==> src/rtl/sram_bank_arbiter_if.sv <==
// Lane-side and bank-side bus bundle for the 4-lane / 4-bank SRAM arbiter.
// The master modport is the environment (lanes and bank macros); the slave modport is the arbiter.
interface sram_bank_arbiter_if #(
  parameter int AW = 14,
  parameter int DW = 32
);
  logic [3:0]          lane_req;
  logic [3:0]          lane_we;
  logic [4*AW-1:0]     lane_addr;
  logic [4*DW-1:0]     lane_wd;
  logic [3:0]          lane_gnt;
  logic [3:0]          lane_rvalid;
  logic [4*DW-1:0]     lane_rdata;
  logic [3:0]          bank_en;
  logic [3:0]          bank_we;
  logic [4*(AW-2)-1:0] bank_addr;
  logic [4*DW-1:0]     bank_wd;
  logic [4*DW-1:0]     bank_rd;

  modport master (
    output lane_req, lane_we, lane_addr, lane_wd,
    input  lane_gnt, lane_rvalid, lane_rdata,
    input  bank_en, bank_we, bank_addr, bank_wd,
    output bank_rd
  );

  modport slave (
    input  lane_req, lane_we, lane_addr, lane_wd,
    output lane_gnt, lane_rvalid, lane_rdata,
    output bank_en, bank_we, bank_addr, bank_wd,
    input  bank_rd
  );
endinterface

==> src/rtl/sram_bank_arbiter.sv <==
// Per-cycle round-robin arbiter sharing a 4-bank word-interleaved SRAM among 4 SIMT lanes.
// Optional stall statistics counter is built only when SRAM_BANK_ARB_STATS_EN is defined.
module sram_bank_arbiter #(
  parameter int AW = 14,
  parameter int DW = 32
) (
  input  logic               clk,
  input  logic               reset,
  sram_bank_arbiter_if.slave bus,
  output logic [31:0]        conflict_cnt
);
  localparam int IW = AW - 2;

  logic [1:0]      lane_bank [4];
  logic [3:0]      cand      [4];
  logic [1:0]      ptr_q     [4];
  logic [1:0]      ptr_d     [4];
  logic [3:0]      win_vld;
  logic [1:0]      win_idx   [4];
  logic [3:0]      gnt;
  logic [3:0]      bank_en;
  logic [3:0]      bank_we;
  logic [4*IW-1:0] bank_addr;
  logic [4*DW-1:0] bank_wd;
  logic [3:0]      rvalid_q, rvalid_d;
  logic [4*DW-1:0] rdata_q, rdata_d;

  always_comb begin
    for (int i = 0; i < 4; i++) begin
      lane_bank[i] = bus.lane_addr[i*AW +: 2];
    end
  end

  // Reset masks every candidate so no bank is touched while reset is held.
  always_comb begin
    for (int b = 0; b < 4; b++) begin
      cand[b] = '0;
      for (int i = 0; i < 4; i++) begin
        cand[b][i] = bus.lane_req[i] & ~reset & (lane_bank[i] == 2'(b));
      end
    end
  end

  always_comb begin
    for (int b = 0; b < 4; b++) begin
      win_vld[b] = 1'b0;
      win_idx[b] = '0;
      for (int k = 0; k < 4; k++) begin
        if (!win_vld[b] && cand[b][2'(ptr_q[b] + 2'(k))]) begin
          win_vld[b] = 1'b1;
          win_idx[b] = 2'(ptr_q[b] + 2'(k));
        end
      end
    end
  end

  always_comb begin
    gnt       = '0;
    bank_en   = '0;
    bank_we   = '0;
    bank_addr = '0;
    bank_wd   = '0;
    for (int b = 0; b < 4; b++) begin
      if (win_vld[b]) begin
        gnt[win_idx[b]]        = 1'b1;
        bank_en[b]             = 1'b1;
        bank_we[b]             = bus.lane_we[win_idx[b]];
        bank_addr[b*IW +: IW]  = bus.lane_addr[32'(win_idx[b])*AW + 2 +: IW];
        bank_wd[b*DW +: DW]    = bus.lane_wd[32'(win_idx[b])*DW +: DW];
      end
    end
  end

  always_comb begin
    for (int b = 0; b < 4; b++) begin
      ptr_d[b] = win_vld[b] ? 2'(win_idx[b] + 2'd1) : ptr_q[b];
    end
    rvalid_d = gnt & ~bus.lane_we;
    rdata_d  = rdata_q;
    for (int i = 0; i < 4; i++) begin
      if (rvalid_d[i]) begin
        rdata_d[i*DW +: DW] = bus.bank_rd[32'(lane_bank[i])*DW +: DW];
      end
    end
  end

  always_ff @(posedge clk) begin
    if (reset) begin
      ptr_q    <= '{default: 2'd0};
      rvalid_q <= '0;
      rdata_q  <= '0;
    end else begin
      ptr_q    <= ptr_d;
      rvalid_q <= rvalid_d;
      rdata_q  <= rdata_d;
    end
  end

  assign bus.lane_gnt    = gnt;
  assign bus.lane_rvalid = rvalid_q;
  assign bus.lane_rdata  = rdata_q;
  assign bus.bank_en     = bank_en;
  assign bus.bank_we     = bank_we;
  assign bus.bank_addr   = bank_addr;
  assign bus.bank_wd     = bank_wd;

`ifdef SRAM_BANK_ARB_STATS_EN
  logic [31:0] cnt_q, cnt_d;
  logic [2:0]  stall_inc;
  logic [32:0] cnt_sum;

  // Saturating sum of lanes that requested but were not granted this cycle.
  always_comb begin
    stall_inc = 3'($countones(bus.lane_req & ~gnt));
    cnt_sum   = {1'b0, cnt_q} + 33'(stall_inc);
    cnt_d     = cnt_sum[32] ? 32'hFFFF_FFFF : cnt_sum[31:0];
  end

  always_ff @(posedge clk) begin
    if (reset) begin
      cnt_q <= '0;
    end else begin
      cnt_q <= cnt_d;
      if (stall_inc != 3'd0) begin
        $display("bank conflict: %0d stalled lanes (req=%b gnt=%b)", stall_inc, bus.lane_req, gnt);
      end
    end
  end

  assign conflict_cnt = cnt_q;
`else
  assign conflict_cnt = 32'h0;
`endif
endmodule

==> src/flat_wrapper.sv <==
// flat-port wrapper written by rule: the top's interface ports become plain ports
module sram_bank_arbiter_flat 
#(
  parameter int AW = 14,
  parameter int DW = 32
)
  (clk, reset, conflict_cnt, bus_lane_req, bus_lane_we, bus_lane_addr, bus_lane_wd, bus_lane_gnt, bus_lane_rvalid, bus_lane_rdata, bus_bank_en, bus_bank_we, bus_bank_addr, bus_bank_wd, bus_bank_rd);
  sram_bank_arbiter_if #(.AW(AW), .DW(DW)) bus_i ();
  input  logic clk;
  input  logic reset;
  output logic [31:0] conflict_cnt;
  input wire logic [$bits(bus_i.lane_req)-1:0] bus_lane_req;
  input wire logic [$bits(bus_i.lane_we)-1:0] bus_lane_we;
  input wire logic [$bits(bus_i.lane_addr)-1:0] bus_lane_addr;
  input wire logic [$bits(bus_i.lane_wd)-1:0] bus_lane_wd;
  output wire logic [$bits(bus_i.lane_gnt)-1:0] bus_lane_gnt;
  output wire logic [$bits(bus_i.lane_rvalid)-1:0] bus_lane_rvalid;
  output wire logic [$bits(bus_i.lane_rdata)-1:0] bus_lane_rdata;
  output wire logic [$bits(bus_i.bank_en)-1:0] bus_bank_en;
  output wire logic [$bits(bus_i.bank_we)-1:0] bus_bank_we;
  output wire logic [$bits(bus_i.bank_addr)-1:0] bus_bank_addr;
  output wire logic [$bits(bus_i.bank_wd)-1:0] bus_bank_wd;
  input wire logic [$bits(bus_i.bank_rd)-1:0] bus_bank_rd;
  assign bus_i.lane_req = bus_lane_req;
  assign bus_i.lane_we = bus_lane_we;
  assign bus_i.lane_addr = bus_lane_addr;
  assign bus_i.lane_wd = bus_lane_wd;
  assign bus_lane_gnt = bus_i.lane_gnt;
  assign bus_lane_rvalid = bus_i.lane_rvalid;
  assign bus_lane_rdata = bus_i.lane_rdata;
  assign bus_bank_en = bus_i.bank_en;
  assign bus_bank_we = bus_i.bank_we;
  assign bus_bank_addr = bus_i.bank_addr;
  assign bus_bank_wd = bus_i.bank_wd;
  assign bus_i.bank_rd = bus_bank_rd;
  sram_bank_arbiter #(.AW(AW), .DW(DW)) u_core (.clk(clk), .reset(reset), .bus(bus_i), .conflict_cnt(conflict_cnt));
endmodule
==> config.mk <==
export PLATFORM = sky130hd
export DESIGN_NAME = sram_bank_arbiter_flat
export DESIGN_NICKNAME = d
export VERILOG_FILES = /design/src/rtl/sram_bank_arbiter_if.sv /design/src/rtl/sram_bank_arbiter.sv /design/src/flat_wrapper.sv
export SDC_FILE = /design/constraint.sdc
export NUM_CORES = 1
export LEC_CHECK = 0
export CORE_AREA = 2 2 263 265
export CTS_CLUSTER_SIZE = 20
export DETAILED_ROUTE_END_ITERATION = 6
export DIE_AREA = 0 0 265 267
export PLACE_DENSITY = 0.57
export REMOVE_ABC_BUFFERS = 1
export SYNTH_ARGS = -nofsm -noshare
export SYNTH_HDL_FRONTEND = slang
export SYNTH_SLANG_ARGS = --single-unit
==> constraint.sdc <==
create_clock -name clk -period 5.6 [get_ports clk]
set_clock_uncertainty 0.15 [all_clocks]
set_input_delay 1.12 -clock clk [delete_from_list [all_inputs] [get_ports clk]]
set_output_delay 1.12 -clock clk [all_outputs]
set_load 0.01 [all_outputs]
==> metrics.log <==
INFO  metric outcome = completed
INFO  metric dr_total_vias = 16810
INFO  metric postLayoutCoreUtil = 35.48%
INFO  metric cts_tree = done
INFO  metric max_cap_viol_count = 0
INFO  metric finalSetupTns = 0 ns
INFO  metric timing.final.setup_violations = 0
INFO  metric antenna_found_initial = 38
INFO  metric fp.coreArea = 67990 µm²
INFO  metric p_comb_share = 46.7%
INFO  metric worst_path_max_delay_cell = clkdlybuf4s50_1
INFO  metric count_of_mapped_cells_out_of_synthesis = 1607
INFO  metric most-common-layout-cells = 628 x clkdlybuf4s50_1, 366 x mux2i_1, 180 x o22ai_1
INFO  metric hpwlAfterDp = 62610 µm
INFO  metric switchingPower = 1553 µW
INFO  metric first_global_vias = 16820
INFO  metric cts_max_path_buffers = 2
INFO  metric most_common_cell_type_on_the_critical_path = clkdlybuf4s50_1
INFO  metric final_min_period_over_clock_period = 98.43%
INFO  metric timing.critical_path.cells = clkdlybuf4s50_1 -> nor4bb_4 -> a211oi_1 -> o32ai_4 -> clkbuf_16 -> buf_12 -> mux2i_1 -> o22ai_1 -> clkdlybuf4s50_1
INFO  metric cts.reportedPaths.clkPinSlew = 0.07 ns
INFO  metric num-nets-final = 2512
INFO  metric worst_path_dominant_cell_family = buffers and inverters
INFO  metric critical_path_class = primary input to output port
INFO  metric firstDrtPassIters = 5
INFO  metric fin_cells = 3098
INFO  metric die_h = 267 µm
INFO  metric io_buffers = 641
INFO  metric avgViaCountPerCell = 5.424
INFO  metric first_pass_grt_wire_length = 118800 µm
INFO  metric timing.fmax = 181.4 MHz
INFO  metric postPlaceCellArea = 23360 µm²
INFO  metric drc_errors = 0
INFO  metric postRouteWirelength = 84090 µm
INFO  metric clock_power_share = 28.0%
INFO  metric placed_cells_incl_taps = 3037
INFO  metric mappedNetlistArea = 15770 µm²
INFO  metric timing.slew.headroom = 28.58%
INFO  metric post_synth.cell_area_avg = 9.814 µm²
INFO  metric layout_area_overhead = 52.94%
INFO  metric power.density = 183.7 nW/µm²
INFO  metric p_leak = 0.01027 µW
INFO  metric die_w = 265 µm
INFO  metric htreeDepth = 4
INFO  metric p_sw_share = 35.06%
INFO  metric critical_path_buffers_and_inverters = 4
INFO  metric required = 4.33 ns
INFO  metric critical_path.endpoint_type = output port
INFO  metric critPathMaxStageDelay = 0.62 ns
INFO  metric layout.cells.most_common = clkdlybuf4s50_1
INFO  metric number_of_flops_mapped_to_enable_cells_by_yosys = 0
INFO  metric startpoint_type = primary input
INFO  metric clkSinkCount = 140
INFO  metric cp_data_arrival_time = 4.24 ns
INFO  metric worstPathMaxFanout = 20
INFO  metric vdd_ir_drop_max = 0.1525 mV
INFO  metric synth-main-ff-cell = dfxtp_1
INFO  metric routedWlPerCell = 27.14 µm
INFO  metric post-route-cell-area = 24120 µm²
INFO  metric power_report.internal_total = 2877 µW
INFO  metric io_pins = 674
INFO  metric fp.dieArea = 70760 µm²
INFO  metric hp-class = register to register
INFO  metric cts_made_buffers = 17
INFO  metric postRouteAntennaNets = 0
INFO  metric track_usage = 22.65%
INFO  metric transition_time_at_the_pin_with_the_least_slew_margin = 1.071 ns
INFO  metric fin_crit = 5.512 ns
INFO  metric num_rows = 96
INFO  metric yosys_warns = 0
INFO  metric drt_iter0_markers = 1235
INFO  metric hold_viol = 0
INFO  metric place_congestion = 0.9163
INFO  metric postSynth.asyncResetShare = 0%
INFO  metric clock_insertion_delay_worst_skew = 0.46 ns
INFO  metric post_route_cells_drive_above_1_share = 16.07%
INFO  metric power = 4431 µW
INFO  metric grt_start_max_net_pins = 75
INFO  metric clock_tree.root_cell = clkbuf_16
INFO  metric initial_utilization = 23.20%
INFO  metric number_of_distinct_library_cells_after_synthesis = 57
INFO  metric synth_seq_cells = 140
INFO  metric p_seq_share = 25.3%
INFO  metric final-max-slew-violation-count = 0
INFO  metric yosysSeqAreaShare = 17.77%
INFO  metric globalRouteOverflowTotal = 0
## cell type report
cell class              count  area (µm²)
well taps                 882        1104
fillers                  6816       43860
clock buffers              22       474.2
inverters                  11       41.29
flip-flops and latches    140        2803
diodes                     25       62.56
multi-input cells        1277       12180
repair buffers            731        7321
clock inverters            10       138.9
## metal layers
layer / wire [µm] / GRT usage [%] / vias up / share of wire (%)
met2: 41090 / 38.61 / 901 / 49
li1: - / - / 7433 / -
met3: 6917 / 6.061 / 154 / 8.2
met1: 32240 / 26.01 / 8313 / 38
met4: 3824 / 11.70 / 4 / 4.5
met5: 23 / 0 / - / 0.027
## cells by family (layout without fill, tap and decap cells)
family          count (synthesis)  count (layout)  share of synthesized area, %
flops                         140             140                         17.77
buf+inv                       221             774                         7.061
other cells                     1              57                       0.02378
fa+ha+maj                      12              12                        0.9520
mux                           559             559                         46.84
simple gates                  317             317                         11.36
compound gates                357             357                         15.99
## worst reg2reg max path: cells and delay by family (launching register included)
family | cells | cell delay (ns)
simple gates | 3 | 0.62
fa+ha+maj | 1 | 0.20
compound gates | 3 | 0.69
flops | 1 | 0.48
buf+inv | 3 | 1.14
## power by group through the flow
stage | Sequential, µW | Combinational [µW] | Clock (µW)
floorplan | 1170 | 985 | 0
global placement | 1140 | 2030 | 0
detailed placement | 1140 | 2040 | 0
CTS | 1120 | 2060 | 1270
global route | 1130 | 2180 | 1310
finish | 1120 | 2070 | 1240
## cell usage after synthesis (3+ instances only)
master	number	area [µm²]
a21oi_1	10	50.05
buf_6	7	78.83
a2bb2oi_1	64	560.5
buf_4	41	307.8
mux4_2	128	2883
mux2_2	31	349.1
nor3_1	5	25.02
o21ai_0	4	20.02
inv_1	8	30.03
buf_1	12	45.04
dfxtp_1	140	2803
o32ai_1	4	35.03
a211oi_1	3	22.52
o21ai_1	4	20.02
nand4b_1	4	35.03
clkbuf_1	88	330.3
nor2b_1	128	800.8
mux2_4	29	435.4
nor4bb_1	6	60.06
mux2i_1	366	3664
nand3_1	65	325.3
nand2_1	69	259.0
mux2_1	5	56.30
o22ai_1	181	1132
o211ai_1	66	495.5
ha_1	12	150.1
nor2_1	20	75.07
inv_2	3	11.26
a222oi_1	3	30.03
buf_2	62	310.3
## worst paths after layout
kind	startpoint	end	slack (ns)	depth (start not counted)
min reg2reg	u_core.ptr_q[0]$_SDFFE_PP0P_	u_core.ptr_q[0]$_SDFFE_PP0P_	0.39	2
min	u_core.ptr_q[0]$_SDFFE_PP0P_	u_core.ptr_q[0]$_SDFFE_PP0P_	0.39	2
max	bus_lane_req[0]	bus_bank_wd[93]	0.09	9
max reg2reg	u_core.ptr_q[1]$_SDFFE_PP0P_	u_core.bus.lane_rdata[82]$_SDFFE_PP0P_	2.22	10
## metrics by stage
stage / setup WS [ns] / hold slack (ns)
after floorplan: -12.74 / 0.3410
after global placement: -0.01724 / 0.3614
after detailed placement: -0.07287 / 0.3732
after CTS: 0.02343 / 0.3855
after global routing: -0.02148 / 0.4209
final: 0.08808 / 0.3918
## state kept, by name, summed over array words and instances (netlist names)
name                    cells
u_core.ptr_q                8
u_core.bus.lane_rdata     128
u_core.bus.lane_rvalid      4
## repair_timing
item | in CTS | in global routing
gates resized for setup | 0 | 8
hold buffers | 0 | 0
gates cloned | 0 | 1
pin swaps | 1 | 4
setup endpoints to repair | 1 | 29
setup buffers | 1 | 2
(Power assumes the default switching activity.)
